### src/rtl/palette_pkg.sv
// Shared defaults, types and helpers for the palette lookup block.
package palette_pkg;

  localparam int DEF_IDX_W           = 4;
  localparam int DEF_COLOR_W         = 24;
  localparam int DEF_NUM_BANKS       = 4;
  localparam int DEF_TRANSPARENT_IDX = 0;

  // Bank select width; a single bank still gets a 1-bit select.
  function automatic int bank_w(input int n);
    return (n > 1) ? $clog2(n) : 1;
  endfunction

  typedef struct packed {
    logic [7:0] r;
    logic [7:0] g;
    logic [7:0] b;
  } rgb888_t;

  localparam logic [23:0] TRANSPARENT_COLOR = 24'h000000;

endpackage

### src/rtl/palette_fade.sv
// Combinational per-channel fade: ch_out = (ch * (fade + 1)) >> 8.
// fade = 255 is identity, fade = 0 blanks the colour.
module palette_fade
  import palette_pkg::*;
(
  input  logic [23:0] i_color,
  input  logic [7:0]  i_fade,
  output logic [23:0] o_color
);

  rgb888_t c_in;
  rgb888_t c_out;

  // 8x9-bit product always fits in 16 bits (255 * 256 = 65280).
  function automatic logic [7:0] scale(input logic [7:0] ch, input logic [7:0] f);
    logic [15:0] p;
    p = 16'(ch) * (16'(f) + 16'd1);
    return 8'(p >> 8);
  endfunction

  // Scale each channel independently.
  always_comb begin
    c_in    = rgb888_t'(i_color);
    c_out   = '0;
    c_out.r = scale(c_in.r, i_fade);
    c_out.g = scale(c_in.g, i_fade);
    c_out.b = scale(c_in.b, i_fade);
  end

  assign o_color = c_out;

endmodule

### src/rtl/palette_lut.sv
// Multi-bank runtime-loadable colour palette, 2-stage lookup pipeline.
// Optional fade scaler enabled by defining PALETTE_FADE_EN.
// Bank switches only take effect on i_frame_start so a frame never
// mixes palettes.
module palette_lut
  import palette_pkg::*;
#(
  parameter  int IDX_W           = DEF_IDX_W,
  parameter  int COLOR_W         = DEF_COLOR_W,
  parameter  int NUM_BANKS       = DEF_NUM_BANKS,
  parameter  int TRANSPARENT_IDX = DEF_TRANSPARENT_IDX,
  localparam int BANK_W          = bank_w(NUM_BANKS)
) (
  input  logic               i_clk,
  input  logic               i_rst_n,
  input  logic               i_wr_en,
  input  logic [BANK_W-1:0]  i_wr_bank,
  input  logic [IDX_W-1:0]   i_wr_idx,
  input  logic [COLOR_W-1:0] i_wr_color,
  input  logic [BANK_W-1:0]  i_bank_sel,
  input  logic               i_frame_start,
`ifdef PALETTE_FADE_EN
  input  logic [7:0]         i_fade,
`endif
  input  logic               i_pix_valid,
  input  logic [IDX_W-1:0]   i_pix_idx,
  output logic               o_pix_valid,
  output logic [COLOR_W-1:0] o_pix_color,
  output logic               o_pix_transparent,
  output logic [BANK_W-1:0]  o_active_bank
);

  localparam int ENTRIES = 2**IDX_W;
  localparam int STAGES  = 2;

  logic [COLOR_W-1:0] mem [NUM_BANKS][ENTRIES];
  logic [STAGES:1]    vld_pipe;
  logic [IDX_W-1:0]   idx1;
  logic [BANK_W-1:0]  bank1;
  logic               sel_ok;
  logic               is_transp;
  logic               fwd;
  logic [COLOR_W-1:0] lut_color;
  logic [COLOR_W-1:0] shaded;

  // Requested bank is legal only if it names an existing bank.
  assign sel_ok = {1'b0, i_bank_sel} < (BANK_W+1)'(NUM_BANKS);

  // Palette storage: out-of-range banks and the transparent entry never
  // match a write, so the transparent entry stays 0 forever.
  always_ff @(posedge i_clk or negedge i_rst_n) begin
    if (!i_rst_n) begin
      for (int b = 0; b < NUM_BANKS; b++)
        for (int e = 0; e < ENTRIES; e++)
          mem[b][e] <= '0;
    end else begin
      for (int b = 0; b < NUM_BANKS; b++)
        for (int e = 0; e < ENTRIES; e++)
          if (i_wr_en && i_wr_bank == BANK_W'(b) && i_wr_idx == IDX_W'(e) &&
              e != TRANSPARENT_IDX)
            mem[b][e] <= i_wr_color;
    end
  end

  // Active bank register, updated only on a frame boundary.
  always_ff @(posedge i_clk or negedge i_rst_n) begin
    if (!i_rst_n)
      o_active_bank <= '0;
    else if (i_frame_start && sel_ok)
      o_active_bank <= i_bank_sel;
  end

  // Valid shift register through both stages.
  always_ff @(posedge i_clk or negedge i_rst_n) begin
    if (!i_rst_n)
      vld_pipe <= '0;
    else
      vld_pipe <= {vld_pipe[STAGES-1:1], i_pix_valid};
  end

  assign o_pix_valid = vld_pipe[STAGES];

`ifdef PALETTE_FADE_EN
  logic [7:0] fade1;
`endif

  // S1: capture pixel index with the bank in force this cycle (old bank
  // on a frame_start cycle).
  always_ff @(posedge i_clk or negedge i_rst_n) begin
    if (!i_rst_n) begin
      idx1  <= '0;
      bank1 <= '0;
`ifdef PALETTE_FADE_EN
      fade1 <= '0;
`endif
    end else begin
      idx1  <= i_pix_idx;
      bank1 <= o_active_bank;
`ifdef PALETTE_FADE_EN
      fade1 <= i_fade;
`endif
    end
  end

  // S2 read with write-first forwarding of a same-edge write.
  always_comb begin
    is_transp = (idx1 == IDX_W'(TRANSPARENT_IDX));
    fwd       = i_wr_en && (i_wr_bank == bank1) && (i_wr_idx == idx1);
    lut_color = fwd ? i_wr_color : mem[bank1][idx1];
  end

`ifdef PALETTE_FADE_EN
  if (COLOR_W != 24) begin : g_bad_width
    $error("palette_lut: PALETTE_FADE_EN requires COLOR_W == 24");
  end

  palette_fade u_fade (
    .i_color (lut_color),
    .i_fade  (fade1),
    .o_color (shaded)
  );
`else
  assign shaded = lut_color;
`endif

  // S2 output registers; colour holds across bubbles.
  always_ff @(posedge i_clk or negedge i_rst_n) begin
    if (!i_rst_n) begin
      o_pix_transparent <= 1'b0;
      o_pix_color       <= '0;
    end else begin
      o_pix_transparent <= vld_pipe[1] & is_transp;
      if (vld_pipe[1])
        o_pix_color <= is_transp ? COLOR_W'(TRANSPARENT_COLOR) : shaded;
    end
  end

endmodule

### config.mk
export PLATFORM = sky130hd
export DESIGN_NAME = palette_lut
export DESIGN_NICKNAME = d
export VERILOG_FILES = /design/src/rtl/palette_pkg.sv /design/src/rtl/palette_fade.sv /design/src/rtl/palette_lut.sv
export SDC_FILE = /design/constraint.sdc
export NUM_CORES = 2
export LEC_CHECK = 0
export CAP_MARGIN = 20
export CORE_MARGIN = 3
export CORE_UTILIZATION = 25
export DETAILED_ROUTE_END_ITERATION = 6
export GPL_ROUTABILITY_DRIVEN = 1
export PLACE_DENSITY = 0.45
export RECOVER_POWER = 25
export SKIP_LAST_GASP = 1
export SYNTH_ARGS = -nofsm -noshare
export SYNTH_HDL_FRONTEND = slang
export SYNTH_HIERARCHICAL = 1
export SYNTH_SLANG_ARGS = --single-unit
### constraint.sdc
create_clock -name i_clk -period 5.9 [get_ports i_clk]
set_input_delay 0.885 -clock i_clk [delete_from_list [all_inputs] [get_ports i_clk]]
set_output_delay 0.885 -clock i_clk [all_outputs]
set_load 0.02 [all_outputs]
==> impl_summary.txt <==
----------------------------------------------------
[STA]
  Shortest period the worst path allows ... 4.19 ns
  Fin Clk Skew ... 0.0457 ns
  Setup repair after global routing missed its margin ... no
  Slew headroom ... -165%
  Share of the cycle needed by the critical path after routing ... 71.0%
  Total negative slack ... 0 ns
  Max-slew violations ... 110
  Slew of the pin with the lowest slew margin ... 3.98 ns
  Final setup viols ... 0
  Total count of hold-check failures in the final report ... 0
  Peak clock frequency supported by timing ... 239 MHz

[Hold path]
  Hold endpoint ... bank1[0]
  Min-Delay Path Depth ... 0
  Startpoint of the most critical hold path ... o_active_bank[0]
  Worst hold path type ... register to register

[Clocking]
  Clock Sinks ... 1475
  Clock latency on the worst-skew pair ... 0.82 ns
  Number of gates resized after cts ... 0
  Clock H-tree levels ... 4
  Number of hold buffers added after CTS ... 0
  CTS max path bufs ... 3
  Clock tree from TritonCTS ... built
  CTS Root Buffer Type ... sky130_fd_sc_hd__clkbuf_16
  TritonCTS buffer count ... 169
  Post-CTS Setup Inserts ... 0
  Clock edge transition at the registers on the reported setup and hold paths ... 0.06 ns

[Setup path]
  Required time worst endpoint ... 6.64 ns
  Register-to-Register Setup Slack ... 2.37 ns
  R2R cell count ... 6
  Most prevalent standard cell on the critical path ... sky130_fd_sc_hd__clkbuf_2
  Cell-by-cell trace of the critical path ... clkbuf_2, clkbuf_2
  Worst r2r src ... bank1[0]
  CP max stage cell ... sky130_fd_sc_hd__clkbuf_2
  Startpoint kind of the worst setup timing path ... input pin
  Arrival @ worst endpoint ... 4.93 ns
  FF-to-FF End ... o_pix_color[17]
  WS Path Type ... input pin to asynchronous set/reset pin
  Combined buffer and inverter count along the critical path ... 2
  Cell family with the largest share of critical-path delay ... buffers and inverters
  Biggest fanout along the worst timing path ... 119
  Delay contributed by the slowest stage of the critical path ... 2.60 ns
  Nature of the critical path endpoint ... asynchronous set/reset pin

[GRT]
  Number of antenna violations at the first check in global routing ... 11
  Remaining global-route overflow ... 0
  Pin count of the biggest net entering global routing ... 139
  Via count of the first global-routing pass ... 41300
  First-pass GRT wire length ... 305000 um
  Total global-route track usage ... 14.9%

[Synth]
  Count of cell types in the netlist ... 58
  Portion of synthesized cell area occupied by the leading cell type ... 54.4%
  Asr flop ratio synth ... 100%
  Cell types with the largest area share after synthesis ... sky130_fd_sc_hd__dfrtp_1, sky130_fd_sc_hd__mux2_2, sky130_fd_sc_hd__mux4_2
  Primary flip-flop cell chosen by synthesis mapping ... sky130_fd_sc_hd__dfrtp_1
  Synthesized net count ... 4479
  Mean Syn Cell Area ... 15.3 sq um
  Proportion of synthesized chip area in sequential cells ... 54.4%
  Cell area after synthesis ... 0.0678 sq mm
  Synth Warn # ... 198
  Number of enable flip-flop cells after synthesis ... 0
  Number of standard cells after synthesis ... 4438
  Leading cell types by count after synthesis ... sky130_fd_sc_hd__dfrtp_1, sky130_fd_sc_hd__mux2_2, sky130_fd_sc_hd__mux4_2, sky130_fd_sc_hd__mux2i_1, sky130_fd_sc_hd__clkbuf_1
  Library cell with the largest summed area after synthesis ... sky130_fd_sc_hd__dfrtp_1
  Total of flip-flops plus latches after synthesis ... 1475
  Cell with the most instances after synthesis ... sky130_fd_sc_hd__dfrtp_1

[Die]
  Effective utilization at floorplan ... 25.2%
  Floorplan core area ... 0.269 sq mm
  Floorplan die area ... 0.277 sq mm
  Die Span Y ... 527 um
  Row count ... 190
  # IOs ... 69
  X dimension of the die ... 527 um

[Layout]
  Share of layout cells above drive strength 1 ... 48.8%
  Area growth syn-to-layout ... 14.3%
  # fillers ... 27000
  Post-route design area ... 0.0775 sq mm
  Finished Layout Cells ... 8083
  Net count of the finished layout ... 4429

[Place]
  Port Buf Inserts ... 68
  Post-DP HPWL ... 125000 um
  Final RePlAce weighted congestion ... 0.760
  Placed cell areas ... 0.0719 sq mm
  Post-Place Cells ... 7767

[Pwr]
  Static Leakage ... 35.1 nW
  Worst ir drop on vdd ... 0.312 mV
  Overall power of the completed layout ... 26.3 mW
  Power density cells ... 339 mW/mm^2

[Drt]
  1st-pass router iterations ... 5
  Total length of routed wires ... 208000 um
  DRT iter0 DRCs ... 2281
  Via total after detailed routing ... 38400
  Average routed wire per standard cell ... 25.7 um
  DRC violations left ... 0
  Via-per-instance ratio ... 4.75
  Antenna Nets Post-Route ... 0

[Outcome]
  Violations in the final reports ... max-capacitance violations, max-slew violations
  Result of the run ... complete, but fails checks

[Flow run]
  Number of max-cap violations ... 1

----------------------------------------------------
stage by stage:
stage | hold WS, ns | setup slack, ns | utilization (%)
floorplan | 0.374 | 3.40 | -
global placement | 0.429 | 1.87 | 26.7
detailed placement | 0.424 | 1.88 | 26.7
CTS | 0.0385 | 2.26 | 28.8
global route | 0.443 | 1.08 | 28.8
finish | 0.426 | 1.71 | 28.8
layer usage:
| layer | GRT usage [%] | wire length, um | up-vias | part of all wire [%] |
|---|---|---|---|---|
| met5 | 0 | 13 | - | 0.0063 |
| met4 | 4.70 | 6080 | 2 | 2.9 |
| met3 | 1.97 | 5740 | 259 | 2.8 |
| met2 | 25.3 | 103000 | 529 | 49 |
| met1 | 19.7 | 93300 | 21100 | 45 |
| li1 | - | - | 16400 | - |
cells in the final DEF (no fill, tap or decap), drive strengths merged, types with 6 or more instances in the layout:
master | netlist | routed
dfrtp | 1475 | 1475
a31oi | 11 | 11
nor2 | 32 | 32
mux4 | 263 | 263
a221oi | 43 | 43
nand3 | 25 | 25
mux2 | 1490 | 1490
a221o | 11 | 11
a211oi | 15 | 15
a31o | 8 | 8
clkdlybuf4s50 | 0 | 37
clkbuf | 192 | 263
o211ai | 10 | 10
a21oi | 34 | 34
mux2i | 198 | 198
a22o | 35 | 35
a22oi | 47 | 47
nand2b | 8 | 8
clkinv | 1 | 36
diode | 0 | 7
buf | 238 | 164
o22ai | 38 | 38
nand2 | 119 | 119
dlygate4sd3 | 0 | 6
or2 | 7 | 7
o21ai | 40 | 40
nor3 | 25 | 25
xnor2 | 6 | 6
nor2b | 19 | 19
inv | 1 | 6
registers in the layout (all words and copies together), names as in the netlist:
name,flops
o_pix_color,24
idx1,4
vld_pipe,2
mem,1440
bank1,2
o_pix_transparent,1
o_active_bank,2
worst max path at each step:
stage | startpoint | to | slack [ns] | cells past startpoint
2_1_floorplan | i_wr_idx[3] | mem[579] | 3.40 | 7
5_1_grt | i_rst_n | mem[1107] | 1.08 | 2
3_3_place_gp | i_wr_bank[0] | mem[110] | 1.87 | 5
4_1_cts | bank1[0] | o_pix_color[17] | 2.26 | 6
3_5_place_dp | i_wr_en | mem[558] | 1.88 | 6
6_report | i_rst_n | mem[575] | 1.71 | 2
power breakdown:
group / internal (mW) / switching, mW / total (mW)
sequential: 11.5 / 0.689 / 12.1
combinational: 1.95 / 1.70 / 3.65
clock: 6.14 / 4.36 / 10.5
final cells by class:
class | instances | area, sq um | share of cell area (%)
multi-input cells | 2531 | 28600 | 36.9
repair buffers | 209 | 1910 | 2.46
well taps | 3552 | 4440 | 5.74
clock buffers | 261 | 5070 | 6.54
clock inverters | 46 | 497 | 0.641
diodes | 7 | 17.5 | 0.0226
inverters | 2 | 7.51 | 0.00969
flip-flops and latches | 1475 | 36900 | 47.7
cell families (layout without fill, tap and decap cells):
logic type	Yosys count	after routing	share of synthesized area, %
AND/OR/NAND/NOR	256	256	1.97
XOR/XNOR	6	6	0.0775
flip-flops	1475	1475	54.4
buffers and inverters	432	518	3.49
multiplexers	1951	1951	36.4
other	0	7	0
AO/OA/AOI/OAI	318	318	3.59
No activity file was read; power rests on OpenSTA's default activity.
